===== src/rtl/fpu_add_subt_sequencer_if.sv =====
// Handshake and datapath-control bundle between the add/sub sequencer and its
// requester/datapath. The master side drives requests and datapath status; the
// slave side (the sequencer) drives strobes, status and flags.
interface fpu_add_subt_sequencer_if;
    // Requester handshake
    logic beg_op;
    logic ack_op;
    // Datapath status
    logic zero_flag_in;
    logic norm_done_in;
    logic round_ovf_in;
    logic overflow_in;
    logic underflow_in;
    // Datapath strobes
    logic load_opnd;
    logic load_sign;
    logic load_exp;
    logic shift_align;
    logic load_add;
    logic shift_norm;
    logic load_round;
    logic shift_adj;
    // Status and result flags
    logic busy;
    logic ready;
    logic zero_res;
    logic ovf_flag;
    logic unf_flag;

    modport master (
        output beg_op, ack_op, zero_flag_in, norm_done_in, round_ovf_in, overflow_in,
               underflow_in,
        input  load_opnd, load_sign, load_exp, shift_align, load_add, shift_norm, load_round,
               shift_adj, busy, ready, zero_res, ovf_flag, unf_flag
    );

    modport slave (
        input  beg_op, ack_op, zero_flag_in, norm_done_in, round_ovf_in, overflow_in,
               underflow_in,
        output load_opnd, load_sign, load_exp, shift_align, load_add, shift_norm, load_round,
               shift_adj, busy, ready, zero_res, ovf_flag, unf_flag
    );
endinterface


===== src/rtl/fpu_add_subt_sequencer.sv =====
// Control FSM for the floating-point add/subtract datapath. Walks the datapath
// through load, sign, exponent compare, align, add, normalize, round and adjust,
// issuing one-cycle strobes, and hands the result off with a ready/ack handshake.
module fpu_add_subt_sequencer #(
    parameter int unsigned SW = 23,
    parameter int unsigned CW = 5
) (
    input  logic                        clk_i,
    input  logic                        rst_ni,
    fpu_add_subt_sequencer_if.slave     bus_io
);

    localparam int unsigned   NormMax  = SW + 2;
    localparam logic [CW-1:0] NormMaxC = CW'(NormMax);

    typedef enum logic [3:0] {
        StIdle, StLoad, StSign, StExp, StAlign, StAdd, StNorm, StRound, StAdj, StDone
    } state_e;

    state_e        state_q, state_d;
    logic [CW-1:0] cnt_q, cnt_d;
    logic          zero_q, zero_d;
    logic          ovf_q, ovf_d;
    logic          unf_q, unf_d;
    logic          norm_room;

    // Shift budget left; the counter stops at NormMax so it can never wrap.
    assign norm_room = (cnt_q < NormMaxC);

    // State, normalization counter and latched flags.
    always_ff @(posedge clk_i or negedge rst_ni) begin
        if (!rst_ni) begin
            state_q <= StIdle;
            cnt_q   <= '0;
            zero_q  <= 1'b0;
            ovf_q   <= 1'b0;
            unf_q   <= 1'b0;
        end else begin
            state_q <= state_d;
            cnt_q   <= cnt_d;
            zero_q  <= zero_d;
            ovf_q   <= ovf_d;
            unf_q   <= unf_d;
        end
    end

    // Next-state, counter and flag update.
    always_comb begin
        state_d = state_q;
        cnt_d   = cnt_q;
        zero_d  = zero_q;
        ovf_d   = ovf_q;
        unf_d   = unf_q;
        unique case (state_q)
            StIdle: begin
                if (bus_io.beg_op) begin
                    state_d = StLoad;
                    zero_d  = 1'b0;
                    ovf_d   = 1'b0;
                    unf_d   = 1'b0;
                end
            end
            StLoad:  state_d = StSign;
            StSign:  state_d = StExp;
            StExp: begin
                // Exact cancellation: skip the datapath and force +0.
                if (bus_io.zero_flag_in) begin
                    state_d = StDone;
                    zero_d  = 1'b1;
                end else begin
                    state_d = StAlign;
                end
            end
            StAlign: state_d = StAdd;
            StAdd: begin
                state_d = StNorm;
                cnt_d   = '0;
            end
            StNorm: begin
                if (bus_io.norm_done_in) begin
                    state_d = StRound;
                end else if (norm_room) begin
                    cnt_d = cnt_q + CW'(1);
                end else begin
                    // No leading one found within the mantissa: result is zero.
                    state_d = StDone;
                    zero_d  = 1'b1;
                end
            end
            StRound: begin
                ovf_d   = bus_io.overflow_in;
                unf_d   = bus_io.underflow_in;
                state_d = bus_io.round_ovf_in ? StAdj : StDone;
            end
            StAdj:   state_d = StDone;
            StDone: begin
                if (bus_io.ack_op) begin
                    state_d = StIdle;
                end
            end
            default: state_d = StIdle;
        endcase
    end

    assign bus_io.load_opnd   = (state_q == StLoad);
    assign bus_io.load_sign   = (state_q == StSign);
    assign bus_io.load_exp    = (state_q == StExp);
    assign bus_io.shift_align = (state_q == StAlign);
    assign bus_io.load_add    = (state_q == StAdd);
    assign bus_io.shift_norm  = (state_q == StNorm) & ~bus_io.norm_done_in & norm_room;
    assign bus_io.load_round  = (state_q == StRound);
    assign bus_io.shift_adj   = (state_q == StAdj);
    assign bus_io.busy        = (state_q != StIdle) & (state_q != StDone);
    assign bus_io.ready       = (state_q == StDone);
    assign bus_io.zero_res    = zero_q;
    assign bus_io.ovf_flag    = ovf_q;
    assign bus_io.unf_flag    = unf_q;

endmodule


===== src/flat_wrapper.sv =====
// flat-port wrapper written by rule: the top's interface ports become plain ports
module fpu_add_subt_sequencer_flat 
#(
    parameter int unsigned SW = 23,
    parameter int unsigned CW = 5
)
  (clk_i, rst_ni, bus_io_beg_op, bus_io_ack_op, bus_io_zero_flag_in, bus_io_norm_done_in, bus_io_round_ovf_in, bus_io_overflow_in, bus_io_underflow_in, bus_io_load_opnd, bus_io_load_sign, bus_io_load_exp, bus_io_shift_align, bus_io_load_add, bus_io_shift_norm, bus_io_load_round, bus_io_shift_adj, bus_io_busy, bus_io_ready, bus_io_zero_res, bus_io_ovf_flag, bus_io_unf_flag);
  fpu_add_subt_sequencer_if bus_io_i ();
  input  logic clk_i;
  input  logic rst_ni;
  input wire logic [$bits(bus_io_i.beg_op)-1:0] bus_io_beg_op;
  input wire logic [$bits(bus_io_i.ack_op)-1:0] bus_io_ack_op;
  input wire logic [$bits(bus_io_i.zero_flag_in)-1:0] bus_io_zero_flag_in;
  input wire logic [$bits(bus_io_i.norm_done_in)-1:0] bus_io_norm_done_in;
  input wire logic [$bits(bus_io_i.round_ovf_in)-1:0] bus_io_round_ovf_in;
  input wire logic [$bits(bus_io_i.overflow_in)-1:0] bus_io_overflow_in;
  input wire logic [$bits(bus_io_i.underflow_in)-1:0] bus_io_underflow_in;
  output wire logic [$bits(bus_io_i.load_opnd)-1:0] bus_io_load_opnd;
  output wire logic [$bits(bus_io_i.load_sign)-1:0] bus_io_load_sign;
  output wire logic [$bits(bus_io_i.load_exp)-1:0] bus_io_load_exp;
  output wire logic [$bits(bus_io_i.shift_align)-1:0] bus_io_shift_align;
  output wire logic [$bits(bus_io_i.load_add)-1:0] bus_io_load_add;
  output wire logic [$bits(bus_io_i.shift_norm)-1:0] bus_io_shift_norm;
  output wire logic [$bits(bus_io_i.load_round)-1:0] bus_io_load_round;
  output wire logic [$bits(bus_io_i.shift_adj)-1:0] bus_io_shift_adj;
  output wire logic [$bits(bus_io_i.busy)-1:0] bus_io_busy;
  output wire logic [$bits(bus_io_i.ready)-1:0] bus_io_ready;
  output wire logic [$bits(bus_io_i.zero_res)-1:0] bus_io_zero_res;
  output wire logic [$bits(bus_io_i.ovf_flag)-1:0] bus_io_ovf_flag;
  output wire logic [$bits(bus_io_i.unf_flag)-1:0] bus_io_unf_flag;
  assign bus_io_i.beg_op = bus_io_beg_op;
  assign bus_io_i.ack_op = bus_io_ack_op;
  assign bus_io_i.zero_flag_in = bus_io_zero_flag_in;
  assign bus_io_i.norm_done_in = bus_io_norm_done_in;
  assign bus_io_i.round_ovf_in = bus_io_round_ovf_in;
  assign bus_io_i.overflow_in = bus_io_overflow_in;
  assign bus_io_i.underflow_in = bus_io_underflow_in;
  assign bus_io_load_opnd = bus_io_i.load_opnd;
  assign bus_io_load_sign = bus_io_i.load_sign;
  assign bus_io_load_exp = bus_io_i.load_exp;
  assign bus_io_shift_align = bus_io_i.shift_align;
  assign bus_io_load_add = bus_io_i.load_add;
  assign bus_io_shift_norm = bus_io_i.shift_norm;
  assign bus_io_load_round = bus_io_i.load_round;
  assign bus_io_shift_adj = bus_io_i.shift_adj;
  assign bus_io_busy = bus_io_i.busy;
  assign bus_io_ready = bus_io_i.ready;
  assign bus_io_zero_res = bus_io_i.zero_res;
  assign bus_io_ovf_flag = bus_io_i.ovf_flag;
  assign bus_io_unf_flag = bus_io_i.unf_flag;
  fpu_add_subt_sequencer #(.SW(SW), .CW(CW)) u_core (.clk_i(clk_i), .rst_ni(rst_ni), .bus_io(bus_io_i));
endmodule

===== config.mk =====
export PLATFORM = sky130hd
export DESIGN_NAME = fpu_add_subt_sequencer_flat
export DESIGN_NICKNAME = d
export VERILOG_FILES = /design/src/rtl/fpu_add_subt_sequencer_if.sv /design/src/rtl/fpu_add_subt_sequencer.sv /design/src/flat_wrapper.sv
export SDC_FILE = /design/constraint.sdc
export NUM_CORES = 1
export LEC_CHECK = 0
export BUFFER_PORTS_ARGS = -buffer_cell sky130_fd_sc_hd__buf_2
export CORE_AREA = 2 2 43 45
export CTS_BUF_LIST = sky130_fd_sc_hd__clkbuf_16
export DETAILED_ROUTE_END_ITERATION = 12
export DIE_AREA = 0 0 45 47
export PLACE_DENSITY = 0.72
export REMOVE_ABC_BUFFERS = 1
export SLEW_MARGIN = 20
export SYNTH_ARGS = -nofsm -noshare
export SYNTH_HDL_FRONTEND = slang
export SYNTH_SLANG_ARGS = --single-unit

===== constraint.sdc =====
create_clock -name clk_i -period 2 [get_ports clk_i]
set_clock_uncertainty 0.05 [all_clocks]
set_input_delay 0.1 -clock clk_i [delete_from_list [all_inputs] [get_ports clk_i]]
set_output_delay 0.1 -clock clk_i [all_outputs]
set_load 0.1 [all_outputs]

# Word-level counts from Yosys, hierarchy flattened
# Index checks and enable logic that the tools add are counted.
# totals
rom_bits,0
ff_bits,12
input_bits,9
mem_bits_rw,0
n_memories,0
out_inout_bits,13
latchBits,0
word_cells,54
# classes
addsub,1
eq_ne,17
multipliers,0
order_cmp,1
div,0
n_mux,17
bitwise_logic,4
n_shift,0
reduce_logical,9
# op_table
op,count
4-bit case mux with 10 select lines,1
4-bit 2-to-1 mux,5
"4-bit by 3-bit equality test with 1-bit output, second input constant",4
5-bit 2-to-1 mux,2
"2-bit != test, second input constant",5
5-bit case mux with 2 select lines,1
"4-bit by 2-bit equality test with 1-bit output, second input constant",2
"4-bit equality test, second input constant",2
3-bit AND reduction,2
"5-bit by 1-bit adder with 5-bit output, second input constant",1
"5-bit < comparator, second input constant",1
1-bit 2-to-1 mux,5
5-bit AND reduction,1
"4-bit by 1-bit equality test with 1-bit output, second input constant",1
4-bit zero test,1
"4-bit != test, second input constant",1
1-bit case mux with 2 select lines,2
2-bit nonzero test,2
4-bit nonzero test,1
1-bit AND,3
"3-bit != test, second input constant",1
1-bit case mux with 3 select lines,1
3-bit nonzero test,1
"2-bit by 1-bit != test with 1-bit output, second input constant",1
2 further kinds,2

# Logic depth before layout (Yosys ltp)
# depth
word_depth,4
mapped_depth,6
mapped_depth_nobuf,5

# Worst setup path before layout
# Ideal clock, no wire load.
# synth_path
path_type,flip-flop to flip-flop
startpoint,reg u_core.state_q[3]
endpoint,reg u_core.state_q[3]
synth_period_minus_slack_ps,3429
path_buffers,1
arrival_time_ps,3283
setup_time_ps,95
stages_incl_launch_ff,6
slack_ps,-1429
required_time_ps,1855
cell_sequence,dfrtp_1 > clkbuf_1 > nand2b_1 > nor3_1 > o21ai_0 > o31ai_1
# synth_via
word_cells_on_any_way,15
cone_classes,eq/ne: 12; mux: 1; reduce/logical: 2
# synth_lines
element,line_no,text
from (decl),fpu_add_subt_sequencer.sv:20,"state_e state_q, state_d;"
from (signal assigned),fpu_add_subt_sequencer.sv:33,state_q <= StIdle;
from (signal assigned),fpu_add_subt_sequencer.sv:39,state_q <= state_d;
4-bit equality test,-,
net bus_io_shift_adj,flat_wrapper.sv:25,output wire logic [$bits(bus_io_i.shift_adj)-1:0] bus_io_shift_adj;
4-bit case mux with 10 select lines,fpu_add_subt_sequencer.sv:54,unique case (state_q)
# The timed path passes the listed nets, and every way through them passes these cells.
# A chain may end at the register's enable or synchronous reset.

# Final worst setup path
# layout_path
startpoint,reg u_core.cnt_q[1]
endpoint,out bus_io_shift_norm
# layout_via
elab_chain_cells,2
# layout_rtl
element,line_no,text
from (decl),fpu_add_subt_sequencer.sv:21,"logic [CW-1:0] cnt_q, cnt_d;"
from (signal assigned),fpu_add_subt_sequencer.sv:40,cnt_q <= cnt_d;
5-bit < comparator,fpu_add_subt_sequencer.sv:28,assign norm_room = (cnt_q < NormMaxC);
1-bit AND,fpu_add_subt_sequencer.sv:110,assign bus_io.shift_norm = (state_q == StNorm) & ~bus_io.norm_done_in & norm_room;
to (decl),flat_wrapper.sv:23,output wire logic [$bits(bus_io_i.shift_norm)-1:0] bus_io_shift_norm;
# Every way passes these cells.

==> impl_results.md <==
- Via density: around 5.6
- GRT Max-Usage Layer: met2
- Clk sinks: 12
- Num CTS Buffers: 3
- Peak Freq: around 520 MHz
- Final Max Tran Viols: 0
- Outcome: completed
- Fin crit share: 0.969
- Area growth syn-to-layout: 36.6%
- Fraction of layout cells with a size suffix above 1: 0.313
- Worst slew pin tran: approximately 0.49 ns
- Root buf cell: clkbuf_16
- Clock Path Buffers: 2
- Multi-input gate area: approximately 400 µm²
- Unrepaired setup endpoints after global routing: no
- Initial antenna violation count: 0
- Top-area cell type share of the netlist area: 0.403
- DRC Markers: 0
- IO Pins: 22
- # rows: 15
- Startpoint types: flip-flop
- # nets final: about 120
- Top FF cell, synth: dfrtp_1
- Setup crit end kind: primary output
- Sequential share of the synthesized area: 0.403
- N_diodes: 0
- Drt total wl: ~1.8 mm
- Post-DP HPWL: 1.32 mm
- All-layer global routing usage: 0.191
- Met2 global-route usage: 0.291
- Tmin final: 1.94 ns
- Ys async rst share: 1.00
- Final Wtd Congestion: ~0.85
- Vias in the first global route: around 630
- Final setup fails: 0
- Mapped Area: approximately 750 µm²
- CP Max Fanout: 6
- Global-route wire length before repair: 2.82 mm
- Largest area contributor in the netlist: dfrtp_1
- Final hold viol count: 0
- # H-tree levels: 1
- Full die area: between 2000 and 2500 µm²
- Critical path arrival: ~1.8 ns
- Clock-pin slew on the worst setup and hold paths: 0.04 ns
- Most numerous cell in the Yosys netlist: dfrtp_1
- Port Buffers: 21
- Post-Syn Area per Cell: roughly 8.6 µm²
- Largest net degree at the start of global routing: 14
- GRT overflow: 0
- Register Area: around 300 µm²
- Drt first pass iters: 4
- Post-DRT Antenna Nets: 0
- GR Util met3: 0.0346
- Crit Path Category: reg2out
- Core area: 1650 µm²
- Max-capacitance violation count: 0
- Hold Crit Class: in2reg
- CTS tree: built
- Clk_lat worst skew: roughly 0.24 ns
- Initial drt markers: 14
- Fill cell count: 148
- Library cells used by synthesis: 35
- Synth top area cells: dfrtp_1, nand2_1, nand2b_1, nor3_1, nor2_1
- Die H: ~47 µm
- Ys Warns: 0
- Synth Register Bits: 12
- Rel. slew slack: 0.676
- Die width: between 40 and 50 µm
- Initial Utilization: 0.452
- Number of enable flip-flop cells after synthesis: 0
- Synth cell count leaders: dfrtp_1, nand2_1, nor2_1, nor3_1
- Post-CTS Setup Inserts: 0
- Routed wire per std cell: 13.7 µm
- Vias: ~720
- Worst EP required: 1.85 ns
- Synthesized instance count: 87
- Setup TNS: 0 ns
- Met1 usage: 0.255
==> area by class of cell <==
class,count,area share
Clock buffer,3,0.0737
Clock inverter,1,0.00369
Inverter,3,0.0160
Multi-Input combinational cell,67,0.403
Sequential cell,12,0.296
Tap cell,17,0.0209
Timing Repair Buffer,26,0.187
==> critical path: stages (launching register included) <==
cell and delay (ns):
dfrtp_1 0.41, o311a_1 0.39, or4_4 0.47, clkinv_4 0.10, buf_12 0.17
==> flip-flops by register name (all words and copies together), names as in the netlist <==
name                    count
u_core.bus_io.ovf_flag      1
u_core.bus_io.unf_flag      1
u_core.bus_io.zero_res      1
u_core.cnt_q                5
u_core.state_q              4
==> per-layer routing <==
metal	part of all wire	up-vias	routed length [µm]
met5	0	-	0
met4	0.0073	0	13
met3	0.031	2	54
met2	0.50	15	878
li1	-	363	-
met1	0.46	342	822
==> stage by stage <==
step	instances	setup WS [ns]	hold WS (ns)	area [µm²]	util
final	129	0.0614	0.0103	1020	0.617
after global routing	129	0.00401	0.00973	1020	0.617
after CTS	129	0.0385	0.00671	1020	0.616
after detailed placement	124	0.183	-0.0519	928	0.562
after global placement	124	0.224	-0.0522	928	0.562
after floorplan	82	-1.41	-0.246	727	-
==> kinds of logic after synthesis <==
family,Yosys count,synth area share
and+or+nand+nor,42,0.309
adders and majority gates,1,0.0168
buffers and inverters,8,0.0470
muxes,2,0.0268
xor gates and xnor gates,1,0.0117
AOI/OAI and AO/OA,21,0.186
DFF,12,0.403
==> repair_timing <==
action | CTS | global route
hold buffers | 1 | 0
gates resized for setup | 0 | 1
setup endpoints to repair | 0 | 2
endpoints found under the hold margin | 12 | 0
==> worst paths after layout <==
check,start,endpoint,slack (ns),depth (start not counted)
hold reg to reg,u_core.bus_io.zero_res,u_core.bus_io.zero_res,0.42,1
setup reg to reg,u_core.cnt_q[1],u_core.cnt_q[3],0.19,5
setup / recovery,u_core.cnt_q[1],bus_io_shift_norm,0.06,4
hold / removal,bus_io_ack_op,u_core.state_q[3],0.01,2
max in group asynchronous,rst_ni,u_core.state_q[2],1.42,2
min in group asynchronous,rst_ni,u_core.state_q[0],0.23,2
==> cell usage in the layout, fill, tap and decap left out, types with 2 or more instances in the layout <==
master | Yosys | routed
o21ai_0 | 5 | 5
buf_2 | 0 | 18
buf_4 | 0 | 4
inv_1 | 2 | 2
dfrtp_1 | 12 | 11
o21ai_1 | 2 | 2
nand2b_1 | 5 | 5
mux2i_1 | 2 | 2
buf_12 | 0 | 3
nand3_1 | 2 | 2
nand2_1 | 11 | 11
a21oi_1 | 4 | 4
nor2_1 | 7 | 7
nor3_1 | 6 | 6
o31ai_1 | 2 | 2
clkbuf_16 | 0 | 3
Power is left out: the tool's default activity adds up to more than one toggle a clock period on the data nets, which glitch-free logic cannot reach.
